==> src/rtl/sm_para_pkg.sv <==
// Shared encodings for the sm_para_2_fsm sequencing controller: state codes,
// status-flag patterns and the Moore output decode.
package sm_para_pkg;

    typedef logic [1:0] state_t;

    localparam state_t IDLE  = 2'd0;
    localparam state_t S1    = 2'd1;
    localparam state_t S2    = 2'd2;
    localparam state_t ERROR = 2'd3;

    typedef struct packed {
        logic o1;
        logic o2;
        logic err;
    } flags_t;

    localparam flags_t OUT_IDLE  = 3'b000;
    localparam flags_t OUT_S1    = 3'b100;
    localparam flags_t OUT_S2    = 3'b010;
    localparam flags_t OUT_ERROR = 3'b111;

    // Unknown or unreachable codes decode like IDLE so the flags stay quiet during recovery.
    function automatic flags_t decode_state(input state_t s);
        flags_t f;
        case (s)
            IDLE:    f = OUT_IDLE;
            S1:      f = OUT_S1;
            S2:      f = OUT_S2;
            ERROR:   f = OUT_ERROR;
            default: f = OUT_IDLE;
        endcase
        return f;
    endfunction

endpackage

==> src/rtl/sm_para_2_fsm.sv <==
// Four-state Moore controller tracking the IDLE->S1->S2->IDLE handshake on i1/i2
// and trapping illegal combinations in ERROR; status flags are registered.
//
// state | meaning
// IDLE  | waiting for i1&i2 to start a sequence
// S1    | first phase seen, waiting for i2 to rise with i1 held
// S2    | second phase, waiting for i2 to drop with i1 held
// ERROR | illegal combination seen, held until i1 drops
module sm_para_2_fsm
    import sm_para_pkg::*;
(
    input  logic clk,
    input  logic nrst,
    input  logic i1,
    input  logic i2,
    output logic o1,
    output logic o2,
    output logic err
);

    state_t state_q, state_d;
    flags_t flags_q, flags_d;

    always_comb begin
        state_d = IDLE;
        case (state_q)
            IDLE: begin
                if (!i1)     state_d = IDLE;
                else if (i2) state_d = S1;
                else         state_d = ERROR;
            end
            S1: begin
                if (!i2)     state_d = S1;
                else if (i1) state_d = S2;
                else         state_d = ERROR;
            end
            S2: begin
                if (i2)      state_d = S2;
                else if (i1) state_d = IDLE;
                else         state_d = ERROR;
            end
            ERROR: begin
                if (i1)      state_d = ERROR;
                else         state_d = IDLE;
            end
            default:         state_d = IDLE;
        endcase
        // Flags are loaded alongside the state so they always match the current state.
        flags_d = decode_state(state_d);
    end

    always_ff @(posedge clk) begin
        if (!nrst) begin
            state_q <= IDLE;
            flags_q <= OUT_IDLE;
        end else begin
            state_q <= state_d;
            flags_q <= flags_d;
        end
    end

    assign o1  = flags_q.o1;
    assign o2  = flags_q.o2;
    assign err = flags_q.err;

endmodule

==> config.mk <==
export PLATFORM = sky130hd
export DESIGN_NAME = sm_para_2_fsm
export DESIGN_NICKNAME = d
export VERILOG_FILES = /design/src/rtl/sm_para_pkg.sv /design/src/rtl/sm_para_2_fsm.sv
export SDC_FILE = /design/constraint.sdc
export NUM_CORES = 1
export LEC_CHECK = 0
export CORE_AREA = 2 2 39 41
export DETAILED_ROUTE_END_ITERATION = 16
export DIE_AREA = 0 0 41 43
export GPL_TIMING_DRIVEN = 0
export PLACE_DENSITY_LB_ADDON = 0.25
export RECOVER_POWER = 50
export SYNTH_ARGS = -nofsm -noshare
export SYNTH_HDL_FRONTEND = slang
export SYNTH_SLANG_ARGS = --single-unit
==> constraint.sdc <==
create_clock -name clk -period 1 [get_ports clk]
set_input_delay 0.1 -clock clk [delete_from_list [all_inputs] [get_ports clk]]
set_output_delay 0.1 -clock clk [all_outputs]
set_load 0.1 [all_outputs]
==> out/results.ini, run 1 <==
[floorplan]
initial_core_util = 0.136
num_rows = 14
coreArea_sq_um = 1380
die_area_sq_um = 1760
io_pins = 7
die_h_microns = 43
die_w_microns = 41

[worst_hold_path]
hold_path.class = input pin to flip-flop

[logic_synthesis]
ys_types = 13
synth_compound_area_frac = 0.347
yosysSeqAreaShare = 0.427
netlist_instances = 20
netlist_area_sq_um = 188
synthSimpleGateAreaFrac = 0.227
synth_xor_area_frac = 0
synth_top_family_by_area = compound AO/OA/AOI/OAI gates
syn_nets = 24
ys.warnings.count = 0
synthMuxAreaShare = 0
synth_fa_ha_area_frac = 0
synth-seq-cells = 4
synth.avg_cell_area_sq_um = 9.38

[route]
wl_microns = 446
wire_per_inst_microns = 9.49
drtIter0Drc = 0
first_pass_iters = 1
remaining_drc_errors = 0
vias = 189
drtAntennaViolNets = 0
viasPerCell = 4.02

[global_route]
overflow = 0
antenna_found_initial = 0
grt.total_usage = 0.0692
grt_max_degree = 8
grt_pass1_vias = 201
grt_first_pass_wirelength_microns = 752

[sta]
fin_skew_ns = 0.00685
setup_ws_ns = -0.0273
finalSetupViolCount = 4
worst_pin_slew_ns = 0.304
hold_viol = 0
relSlewSlack = 0.799
period_share = 1.03
fin_crit_ns = 1.03
slew_violations = 0
fmax_mhz = 973
rsz0062_at_grt = true

[final_layout]
post-route-util = 0.234
drive_above_1_share = 0.484
num-fill-cells = 156
diodes = 0
area_growth_pct = 72.7
fin_nets = 36
finalNonFillerCells = 47
layout_commonest_cell = clkbuf_4
regArea_sq_um = 90.1
final_cell_mix = clkbuf_4 (4), o21a_1 (3)
multi_input_area_sq_um = 126

[power]
swShare = 0.354
p_per_area_nw_per_um2 = 1930
seqPwrFrac = 0.319
p_leak_uw = 0.000126
ir_drop_mv = 0.667
power_frac_clock = 0.343
p_switching_uw = 221
p_int_uw = 403
p_comb_frac = 0.339

[cts]
cts_tree = built
htreeDepth = 1
clkLatencyLatePin_ns = 0.23
clockBufferDepth = 2
root_buffer = clkbuf_4
path_clk_slew_ns = 0.04
cts_inserted_buffers = 3
cts_hold_buf = 0
clock-sinks = 4

[setup_path]
required_ns = 1.17
arrival_ns = 1.19
critPathLaunchType = flip-flop
crit_type = flip-flop to flip-flop
cp_max_fo = 4
worst_setup_path_end_kind = flip-flop

[place]
hpwl_microns = 319
post-place-cells = 42
portBuffers = 6
place_congestion = 0.546

[flow_run]
max-cap-violations = 0

[run_status]
violations = negative setup slack
status = complete, but fails checks

-- layout make-up --
| cell class | instances | area share |
|---|---|---|
| Multi-Input combinational cell | 16 | 0.390 |
| Sequential cell | 4 | 0.278 |
| Timing Repair Buffer | 7 | 0.189 |
| Clock buffer | 4 | 0.0811 |
| Tap cell | 16 | 0.0618 |
-- path summary, 6_finish.rpt --
check / from / end / slack, ns / cells after the start
worst max-delay path: state_q[0]$_SDFF_PN0_ / err$_SDFF_PN0_ / -0.03 / 3
worst min-delay path: nrst / state_q[0]$_SDFF_PN0_ / 0.49 / 2
worst max register to register: state_q[0]$_SDFF_PN0_ / err$_SDFF_PN0_ / -0.03 / 3
worst min register to register: o2$_SDFF_PN0_ / err$_SDFF_PN0_ / 0.62 / 2
-- power by group through the flow --
stage                     registers [uW]  logic [uW]  clock network [uW]
after floorplan                      297        44.6                   0
after global routing                 202         223                 233
after global placement               201         190                   0
after CTS                            197         203                 229
after detailed placement             202         192                   0
final                                199         211                 214
-- through the flow --
stage               total power (uW)  worst slack, ns  cell area (sq um)  TNS (ns)  hold WS [ns]
global route                     658          -0.0813                324    -0.276         0.512
CTS                              629          -0.0595                310    -0.160         0.475
global placement                 391           -0.578                275     -3.04         0.600
finish                           624          -0.0273                324   -0.0756         0.485
detailed placement               395           -0.586                275     -3.19         0.601
floorplan                        341          -0.0238                195   -0.0475         0.217
-- flip-flops by register name, summed over array words and instances, names as in the netlist --
name / cells
o1: 1
err: 1
o2: 1
state_q: 1
-- critical path, cell delays in order, from the launching register on --
cell and delay [ns]:
dfxtp_4 0.34, or3b_4 0.37, a21oi_2 0.12, o21a_1 0.12
-- synth_stat cells, drive strengths merged --
cell type	count	area, sq um
dfxtp	4	80.1
o21a	3	22.5
a21oi	2	10.0
nand2	2	7.51
a21boi	1	11.3
a31oi	1	6.26
and3	1	6.26
nand3b	1	7.51
nor2b	1	6.26
o211ai	1	7.51
o21bai	1	7.51
or3	1	6.26
or3b	1	8.76
-- kinds of logic after synthesis --
family             count (synthesis)
AOI/OAI and AO/OA                  9
DFF                                4
and+or+nand+nor                    7
-- repair_timing --
action / CTS / global route
pin swaps: 5 / 2
setup buffers: 1 / 0
gates resized for setup: 23 / 3
endpoints found under the setup margin: 7 / 4
-- routing by layer --
metal  share of wire  routed length [microns]  vias up  track usage
li1                -                        -       97            -
met1            0.47                      208       85       0.0705
met2            0.44                      195        7       0.0875
met3           0.092                       41        0       0.0471
met4               0                        0        0       0.0667
met5               0                        0        -            0
(Power assumes the default switching activity.)
==> run 2, diff against run 1 <==
--- a/config.mk
+++ b/config.mk
@@ -9,6 +9,7 @@
 export DETAILED_ROUTE_END_ITERATION = 16
 export DIE_AREA = 0 0 41 43
 export GPL_TIMING_DRIVEN = 0
+export HOLD_SLACK_MARGIN = 0.03
 export PLACE_DENSITY_LB_ADDON = 0.25
 export RECOVER_POWER = 50
 export SYNTH_ARGS = -nofsm -noshare
==> results of run 2 <==
No change in the layout: final DEF, timing and power equal those of run 1.
